===== src/rtl/prio_event_encoder.sv =====
// prio_event_encoder
// Registered priority encoder for sparse event lines. Every req_i bit latches
// into a sticky pending register; the winning pending index is moved into a
// valid/ready output slot, one index per accepted handshake.
// Optional build macro: PRIO_EVENT_RR_EN selects round-robin arbitration
// (rr_ptr register) instead of fixed MSB-first priority.
module prio_event_encoder #(
   parameter int WIDTH = 16,
   parameter int IDX_W = 4
) (
   input  logic             clk,
   input  logic             rst_n,
   input  logic [WIDTH-1:0] req_i,
   output logic [IDX_W-1:0] idx_o,
   output logic             valid_o,
   input  logic             ready_i,
   output logic [WIDTH-1:0] pend_o,
   output logic             ovf_o,
   input  logic             ovf_clr_i
);

   logic [WIDTH-1:0] pend_q, pend_d;
   logic [IDX_W-1:0] idx_q, idx_d;
   logic             valid_q, valid_d;
   logic             ovf_q, ovf_d;

   logic [IDX_W-1:0] win_idx;
   logic [WIDTH-1:0] win_oh;
   logic [WIDTH-1:0] load_mask;
   logic             load;

`ifdef PRIO_EVENT_RR_EN
   logic [IDX_W-1:0] rr_ptr_q, rr_ptr_d;
   logic [IDX_W-1:0] hi_any, hi_le;
   logic             found_le;

   // Round-robin winner: highest pending index at or below rr_ptr, else wrap to highest overall
   always_comb begin
      hi_any   = '0;
      hi_le    = '0;
      found_le = 1'b0;
      for (int i = 0; i < WIDTH; i++) begin
         if (pend_q[i]) begin
            hi_any = IDX_W'(i);
            if (IDX_W'(i) <= rr_ptr_q) begin
               hi_le    = IDX_W'(i);
               found_le = 1'b1;
            end
         end
      end
      win_idx = found_le ? hi_le : hi_any;
   end

   // Pointer moves just below the served index so lower sources get the next turn
   always_comb begin
      rr_ptr_d = rr_ptr_q;
      if (load) begin
         rr_ptr_d = (win_idx == '0) ? IDX_W'(WIDTH - 1) : win_idx - IDX_W'(1);
      end
   end

   // Round-robin pointer register
   always_ff @(posedge clk or negedge rst_n) begin
      if (!rst_n) begin
         rr_ptr_q <= IDX_W'(WIDTH - 1);
      end else begin
         rr_ptr_q <= rr_ptr_d;
      end
   end
`else
   // Fixed winner: highest set index of the registered pending vector
   always_comb begin
      win_idx = '0;
      for (int i = 0; i < WIDTH; i++) begin
         if (pend_q[i]) begin
            win_idx = IDX_W'(i);
         end
      end
   end
`endif

   // One-hot form of the winner, used to clear the served pending bit
   always_comb begin
      win_oh = '0;
      for (int i = 0; i < WIDTH; i++) begin
         win_oh[i] = (IDX_W'(i) == win_idx);
      end
   end

   // Slot loads whenever it is empty or being emptied and something is pending
   always_comb begin
      load      = (!valid_q || ready_i) && (pend_q != '0);
      load_mask = load ? win_oh : '0;
   end

   // Next-state: pending set-wins-over-clear, slot load/drain, sticky coalesce flag
   always_comb begin
      pend_d  = (pend_q & ~load_mask) | req_i;
      idx_d   = idx_q;
      valid_d = valid_q;
      if (load) begin
         idx_d   = win_idx;
         valid_d = 1'b1;
      end else if (valid_q && ready_i) begin
         valid_d = 1'b0;
      end
      // A request hitting a bit that stays pending is a lost (coalesced) event
      if ((req_i & pend_q & ~load_mask) != '0) begin
         ovf_d = 1'b1;
      end else if (ovf_clr_i) begin
         ovf_d = 1'b0;
      end else begin
         ovf_d = ovf_q;
      end
   end

   // State registers
   always_ff @(posedge clk or negedge rst_n) begin
      if (!rst_n) begin
         pend_q  <= '0;
         idx_q   <= '0;
         valid_q <= 1'b0;
         ovf_q   <= 1'b0;
      end else begin
         pend_q  <= pend_d;
         idx_q   <= idx_d;
         valid_q <= valid_d;
         ovf_q   <= ovf_d;
      end
   end

   assign pend_o  = pend_q;
   assign idx_o   = idx_q;
   assign valid_o = valid_q;
   assign ovf_o   = ovf_q;

endmodule

===== config.mk =====
export PLATFORM = sky130hd
export DESIGN_NAME = prio_event_encoder
export DESIGN_NICKNAME = d
export VERILOG_FILES = /design/src/rtl/prio_event_encoder.sv
export SDC_FILE = /design/constraint.sdc
export NUM_CORES = 1
export LEC_CHECK = 0
export BUFFER_PORTS_ARGS = -buffer_cell sky130_fd_sc_hd__buf_4
export CORE_MARGIN = 10
export CORE_UTILIZATION = 53
export CTS_CLUSTER_SIZE = 16
export DETAILED_ROUTE_END_ITERATION = 8
export GPL_TIMING_DRIVEN = 0
export PLACE_DENSITY_LB_ADDON = 0.2
export SLEW_MARGIN = 15
export SYNTH_ARGS = -nofsm -noshare
export SYNTH_HDL_FRONTEND = slang
export SYNTH_SLANG_ARGS = --single-unit

===== constraint.sdc =====
create_clock -name clk -period 6.3 [get_ports clk]
set_clock_uncertainty 0.15 [all_clocks]
set_input_delay 1.575 -clock clk [delete_from_list [all_inputs] [get_ports clk]]
set_output_delay 1.575 -clock clk [all_outputs]
set_load 0.05 [all_outputs]

-- After elaboration in Yosys (flattened, before gate mapping)
Index checks and enable logic that the tools add are counted.
W data, S select, Z words.
- output and inout bits: 22
- logic and storage cells: 53
- flip-flop bits (word level): 22
- input port bits: 20
- multiplexer cells: 20
- equal/unequal tests: 15
- reductions and logical operators: 9
- bitwise logic cells: 5
- operators by type and width (cell ; number):
    $mux W4 ; 13
    $and A16 B16 Y16 ; 3
    $eq A4 B4 Y1 const A ; 8
    $reduce_bool A16 Y1 ; 2
    $eq A3 B4 Y1 const A ; 4
    $mux W16 ; 1
    $not A16 Y16 ; 1
    $or A16 B16 Y16 ; 1
    $eq A2 B4 Y1 const A ; 2
    $mux W1 ; 5
    $eq A1 B4 Y1 const A ; 1
    $logic_not A4 Y1 ; 1
    $reduce_bool A2 Y1 ; 2
    $logic_and A1 B1 Y1 ; 2
    $mux W2 ; 1
    $logic_not A1 Y1 ; 1
    $logic_or A1 B1 Y1 ; 1

-- Logic depth before layout (Yosys ltp)
Gate-level depths: netlist of the first run.
- word-level depth: 21
- depth in mapped cells: 8
- gate-level depth less buffers: 7

-- Worst setup path after synthesis of the first run
OpenSTA, ideal clock, no wires.
- path kind: input -> register
- start point: in ready_i
- end point: reg ovf_q (netlist: ovf_o)
- stages on the path: 7
- buffers on the path: 0
- arrival: 3127 ps
- library setup time: 138 ps
- data required time: 6012 ps
- slack: 2885 ps
- path through: nand2b_1 nand2_2 or4_4 a211oi_2 o2111ai_1 nand4bb_1 or4_1
- longest elaborated chain between the ends: 7
- elaborated cells on any way between the ends: 8
- classes of those cells: 2 x mux; 2 x bitwise; 4 x reduce/logical
- RTL lines (element ; line ; RTL):
    start: declaration ; 16 ; input logic ready_i,
    $logic_or A1 B1 Y1 * ; 92 ; load = (!valid_q || ready_i) && (pend_q != '0);
    $logic_and A1 B1 Y1 * ; 92 ;
    $mux W16 * ; 93 ; load_mask = load ? win_oh : '0;
    $not A16 Y16 * ; 108 ; if ((req_i & pend_q & ~load_mask) != '0) begin
    $and A16 B16 Y16 * ; 108 ;
    $reduce_bool A16 Y1 * ; 108 ;
    $mux W1 / $reduce_bool A2 Y1 (equally long branches) ; -- ;
    end signal: assignment ; 128 ; ovf_q <= ovf_d;
    end: declaration ; 25 ; logic ovf_q, ovf_d;
Mark *: on every way between the ends. The rest lies on a longest branch, timed or not.
A chain may end at the register's enable or synchronous reset.

-- Worst setup path in the final report of the first run
Ends and elaborated chain as after synthesis.

==> results of run 1 <==
## cell usage after synthesis (2+ instances only)
library cell / n
o2111ai_1: 2
clkbuf_1: 2
nand3_1: 10
or2_1: 2
dfrtp_1: 22
a31oi_1: 2
or4_4: 3
nand2_1: 11
nor2_1: 13
or4_1: 2
a21o_1: 8
o41ai_1: 2
nor4_2: 2
nor2b_1: 4
a21oi_1: 4
o21a_1: 2
o21ai_1: 2
o21ai_0: 10
nand2b_1: 9
o211ai_1: 4
inv_1: 4
nor4_1: 3
## cell type report
type	instances	share of cell area [%]
inverters	4	0.915
flip-flops and latches	22	33.5
well taps	28	2.13
multi-input cells	108	41.5
plain buffers	3	0.915
repair buffers	41	18.8
clock buffers	4	2.21
## registers in the layout, indices dropped and copies added (netlist names)
signal	flops
valid_o	1
idx_o	4
ovf_o	1
pend_o	16
## cells by family (layout without fill, tap and decap cells)
| group | after synthesis | in the layout | share of synthesized area (%) |
|---|---|---|---|
| DFF | 22 | 22 | 43.6 |
| and+or+nand+nor | 64 | 64 | 30.0 |
| AOI/OAI and AO/OA | 44 | 44 | 24.0 |
| buffers and inverters | 7 | 52 | 2.38 |
## per-stage QoR
step | total power [mW] | std cells | utilization, % | hold slack, ns | instance area (um2)
after floorplan | 0.171 | 137 | - | 0.613 | 1260
after global placement | 0.191 | 206 | 71.9 | 0.327 | 1610
after detailed placement | 0.192 | 206 | 71.9 | 0.342 | 1610
after CTS | 0.268 | 210 | 73.5 | 0.369 | 1640
after global routing | 0.281 | 210 | 73.5 | 0.398 | 1640
final | 0.264 | 210 | 73.5 | 0.361 | 1640
## critical path, stage by stage
cell       delay (ns)
buf_4            0.08
nor2b_1          0.04
clkbuf_1         0.17
nor2_1           0.34
o2111ai_1        0.25
a211oi_2         0.23
o2111ai_1        0.15
nand4bb_1        0.20
or4_1            0.42
## per-layer routing
| metal | global-route usage, % | vias up |
|---|---|---|
| met1 | 20.2 | 610 |
| met3 | 3.86 | 7 |
| met2 | 27.8 | 63 |
| li1 | - | 605 |
| met5 | 0 | - |
| met4 | 5.17 | 0 |
## worst paths after layout
check                                  end
worst max-delay path                 ovf_o
worst min-delay path              idx_o[1]
min in group asynchronous       pend_o[14]
worst max register to register       ovf_o
worst min register to register    idx_o[1]
max in group asynchronous        pend_o[8]
## power by group through the flow
stage	Combinational, mW	Clock (mW)	Sequential (mW)
final	0.0422	0.0757	0.146
after global routing	0.0463	0.0872	0.147
after detailed placement	0.0424	0	0.149
after CTS	0.0426	0.0785	0.147
after floorplan	0.0118	0	0.159
after global placement	0.0415	0	0.149
==> results.toml, run 1 <==
[timing]
setup_ws_ns = 2.86
tightest_slew_ns = 0.973
slew_headroom_pct = 34.6
finalCritPeriodShare_pct = 54.5
finalHoldViolCount = 0
rsz0062_at_grt = "no"
max_freq_ghz = 0.291
finalSetupViolations = 0
tns_ns = 0
post-route-min-period_ns = 3.44
slew_violations = 0

[synth]
async_reset_ff_share_pct = 100
yosysTopAreaCellShare_pct = 43.6
synth_cell_type_count = 36
syn_area_um2 = 1260
ys_seq_area_share_pct = 43.6
synth_area_leaders = "dfrtp_1 44%, a21o_1 4.8%, nand2b_1 4.5%"
syn_nets = 157
synthCells = 137
synth_top_area_cell = "dfrtp_1"
synth-edff-count = 0
ys_warn_count = 0
synth_ff_type = "dfrtp_1"
avgSynthCellArea_um2 = 9.22
synth-seq-cells = 22

[worst_setup_path]
cp-startpoint = "ready_i"
startpoint_type = "primary input"
r2r-start = "pend_o[15]"
r2r_setup_slack_ns = 3.37
rr_worst_depth = 8
cp-end-kind = "flop"
crit_arrival_ns = 3.46
crit_type = "in -> reg"
crit_required_ns = 6.33
crit_fanout = 8

[drt]
drc = 0
drt-initial-drc-count = 102
drt-met1-wl_um = 1410
via_per_inst = 6.12
avgRoutedWirePerCell_um = 17.0
met2_wirelength_um = 1760
ant_nets = 0
drt-total-wl_um = 3570
top_layer = "met4"
vias = 1285
drt-pass1-iter-count = 4
wl_met3_um = 334

[floorplan]
ioPinCount = 42
chipHeight_um = 68.8
die_w_um = 68.8
initial_core_util_pct = 56.5
coreArea_um2 = 2230
dieArea_um2 = 4730
rows = 17

[final_layout]
register_area_um2 = 551
final_nets = 203
layout_common_cells = "42 x buf_4, 22 x dfrtp_1, 13 x nor2_1, 11 x nand2_1"
fillCellCount = 173
diodes = 0
multi_input_area_um2 = 682
drive_above_1_share_pct = 30.2
area_growth_pct = 30.0
layout_commonest_cell = "buf_4"

[clock_network]
clk_latency_ns = 0.30
cts_repair_resize_count = 0
clockRootBuffer = "clkbuf_4"
htreeDepth = 1
cts_hold_buf = 0
postCtsSetupRepairBufs = 0
cts_sinks = 22
cts_tree = "yes"
cts_buffers = 3
clk_pin_slew_ns = 0.11
clockBufferDepth = 2

[global_routing]
grt_max_degree = 23
grt_remaining_overflow = 0
grt_pass1_vias = 1279
grt_antenna_before_repair = 0
track_usage_pct = 16.4
grt_pass1_wl_um = 6000

[worst_hold_path]
hold_path_class = "reg -> reg"
min_from = "idx_o[1]"
hold_depth = 1

[placed_design]
dp_hpwl_um = 2830
routabilityCongestion = 0.868
dpl_worst_slack_ns = 2.57
io_buffers = 41

[power_and_ir_drop]
p_leak_nw = 0.603
powerDensity_nw_per_um2 = 161
peakVddDrop_mv = 0.110
p_seq_share_pct = 55.4
p_int_mw = 0.197
switching_share_pct = 25.5
p_sw_mw = 0.0675
clockPowerShare_pct = 28.6
pwr-share-comb_pct = 16.0

[run]
drv_cap = 0

[outcome]
outcome = "complete, no violations"
Power figures use the tool's default switching activity.
==> inputs of run 2 (changes only) <==
- CORE_UTILIZATION: 53 -> 45
- clock period: 6.3 -> 2.9 ns (I/O delays scaled with it)
==> run 2 against run 1 <==
  * Sequential cell count did not move
  * Routed wire length rose by 1.1%
  * Critical path depth fell by 2
  * Sequential power rose by 120%
  * Non-clock buffer count rose by 2
  * Final area rose by 3.0%
  * Final cell count rose by 2.4%
  * Global-route usage fell by 2.9 points
  * Clock power rose to 3.2 times the previous value
  * Combinational power rose by 110%
  * Critical path type is now reg -> reg
==> results.toml, run 2 (same netlist as run 1, synthesis figures left out) <==
[outcome]
outcome = "complete, no violations"

[final_layout]
register_area_um2 = 552
largest_register_ffs = 16
diodes = 0
final_nets = 205
fillCellCount = 234
layout_common_cells = "45 x buf_4, 21 x dfrtp_1, 12 x nor2_1, 11 x nand2_1"
multi_input_area_um2 = 692
fin_cells = 215
layout_commonest_cell = "buf_4"
drive_above_1_share_pct = 33.2
area_growth_pct = 34.0

[floorplan]
coreArea_um2 = 2710
chipHeight_um = 73.0
initial_core_util_pct = 46.6
dieArea_um2 = 5320
die_w_um = 73.0
rows = 19
ioPinCount = 42

[clock_network]
cts_buffers = 3
cts_sinks = 22
cts_hold_buf = 0
clk_latency_ns = 0.32
clockRootBuffer = "clkbuf_4"
cts_tree = "yes"
htreeDepth = 1
clk_pin_slew_ns = 0.13
clockBufferDepth = 2

[power_and_ir_drop]
peakVddDrop_mv = 0.323
finalPower_mw = 0.651
p_leak_nw = 0.627
powerDensity_nw_per_um2 = 385

[global_routing]
grt_antenna_before_repair = 0
grt_max_degree = 23
grt_pass1_wl_um = 5800
grt_remaining_overflow = 0
track_usage_pct = 13.5
grt_pass1_vias = 1216

[timing]
finalCritPeriodShare_pct = 97.1
finalSetupViolations = 0
setup_ws_ns = 0.0827
max_freq_ghz = 0.355
slew_headroom_pct = 30.7
tns_ns = 0
post-route-min-period_ns = 2.82
slew_violations = 0
tightest_slew_ns = 1.03
finalHoldViolCount = 0

[worst_setup_path]
startpoint_type = "flop"
cpPeakStageDelay_ns = 0.55
crit_required_ns = 2.96
crit_type = "reg -> reg"
cp-end-kind = "flop"
rr_worst_depth = 7
crit_chain = "buf_4 > o31ai_1 > or2_1 > nand3_1 > o21a_1 > a32o_1 > or4_1"
cp_slowest_cell = "o31ai_1"
crit_fanout = 10
crit_arrival_ns = 2.88

[drt]
avgRoutedWirePerCell_um = 16.8
drt-initial-drc-count = 65
vias = 1267
drt-total-wl_um = 3610
drt-pass1-iter-count = 4
ant_nets = 0
drc = 0
via_per_inst = 5.89

[placed_design]
dp_hpwl_um = 2850
dp_cells = 209
io_buffers = 41
dpl_worst_slack_ns = -0.0913
routabilityCongestion = 0.871

[worst_hold_path]
hold_path_class = "in -> async"

[run]
drv_cap = 0
## run 2: cell types whose count changed in the layout (fill, tap and decap cells not counted), sizes merged
cell,change
buf,+3
clkbuf,-2
bufinv,+1
## run 2: metal layers
layer	track usage [%]	vias to the layer above	share of wire, %
met5	0	-	0
met4	5.06	0	1.4
met3	4.63	5	11
met2	21.0	52	48
met1	16.7	602	40
li1	-	608	-
## run 2: power by group
group          internal (mW)  leakage [nW]  switching [mW]
Sequential             0.313         0.201         0.00751
Combinational         0.0378         0.398          0.0511
Clock                  0.140        0.0279           0.102
## run 2: final cells by class
cell class              instances  area share, %
plain buffers                   2          0.666
clock buffers                   3           1.33
clock inverters                 1           1.78
inverters                       4          0.888
multi-input cells             108           40.9
flip-flops and latches         22           32.6
well taps                      31           2.29
repair buffers                 44           19.5
## run 2: repair_timing
| action | 4_1_cts | 5_1_grt |
|---|---|---|
| endpoints found under the setup margin | 0 | 1 |
| resized for setup | 0 | 3 |
| buffers inserted | 0 | 3 |
| endpoints found under the hold margin | 0 | 0 |
## run 2: metrics by stage
step / hold WS, ns / util, % / area (um2)
after detailed placement: 0.332 / 59.4 / 1610
final: 0.108 / 62.4 / 1690
after floorplan: 0.279 / - / 1260
after global routing: 0.120 / 62.4 / 1690
after global placement: 0.328 / 59.4 / 1610
after CTS: 0.122 / 61.3 / 1660
## run 2: final timing paths
| check | startpoint | end | slack (ns) |
|---|---|---|---|
| worst max-delay path | pend_o[10] | ovf_o | 0.08 |
| min in group clk | idx_o[1] | idx_o[1] | 0.36 |
| worst min-delay path | rst_n | idx_o[3] | 0.11 |
| max in group asynchronous | rst_n | pend_o[13] | 2.26 |
| worst min register to register | idx_o[1] | idx_o[1] | 0.36 |
| worst max register to register | pend_o[10] | ovf_o | 0.08 |
## run 2: critical path, delay by kind of cell, from the launching register on
family	cells	cell delay (ns)
AND/OR/NAND/NOR	3	0.99
AO/OA/AOI/OAI	3	0.99
buffers and inverters	1	0.17
flip-flops	1	0.40
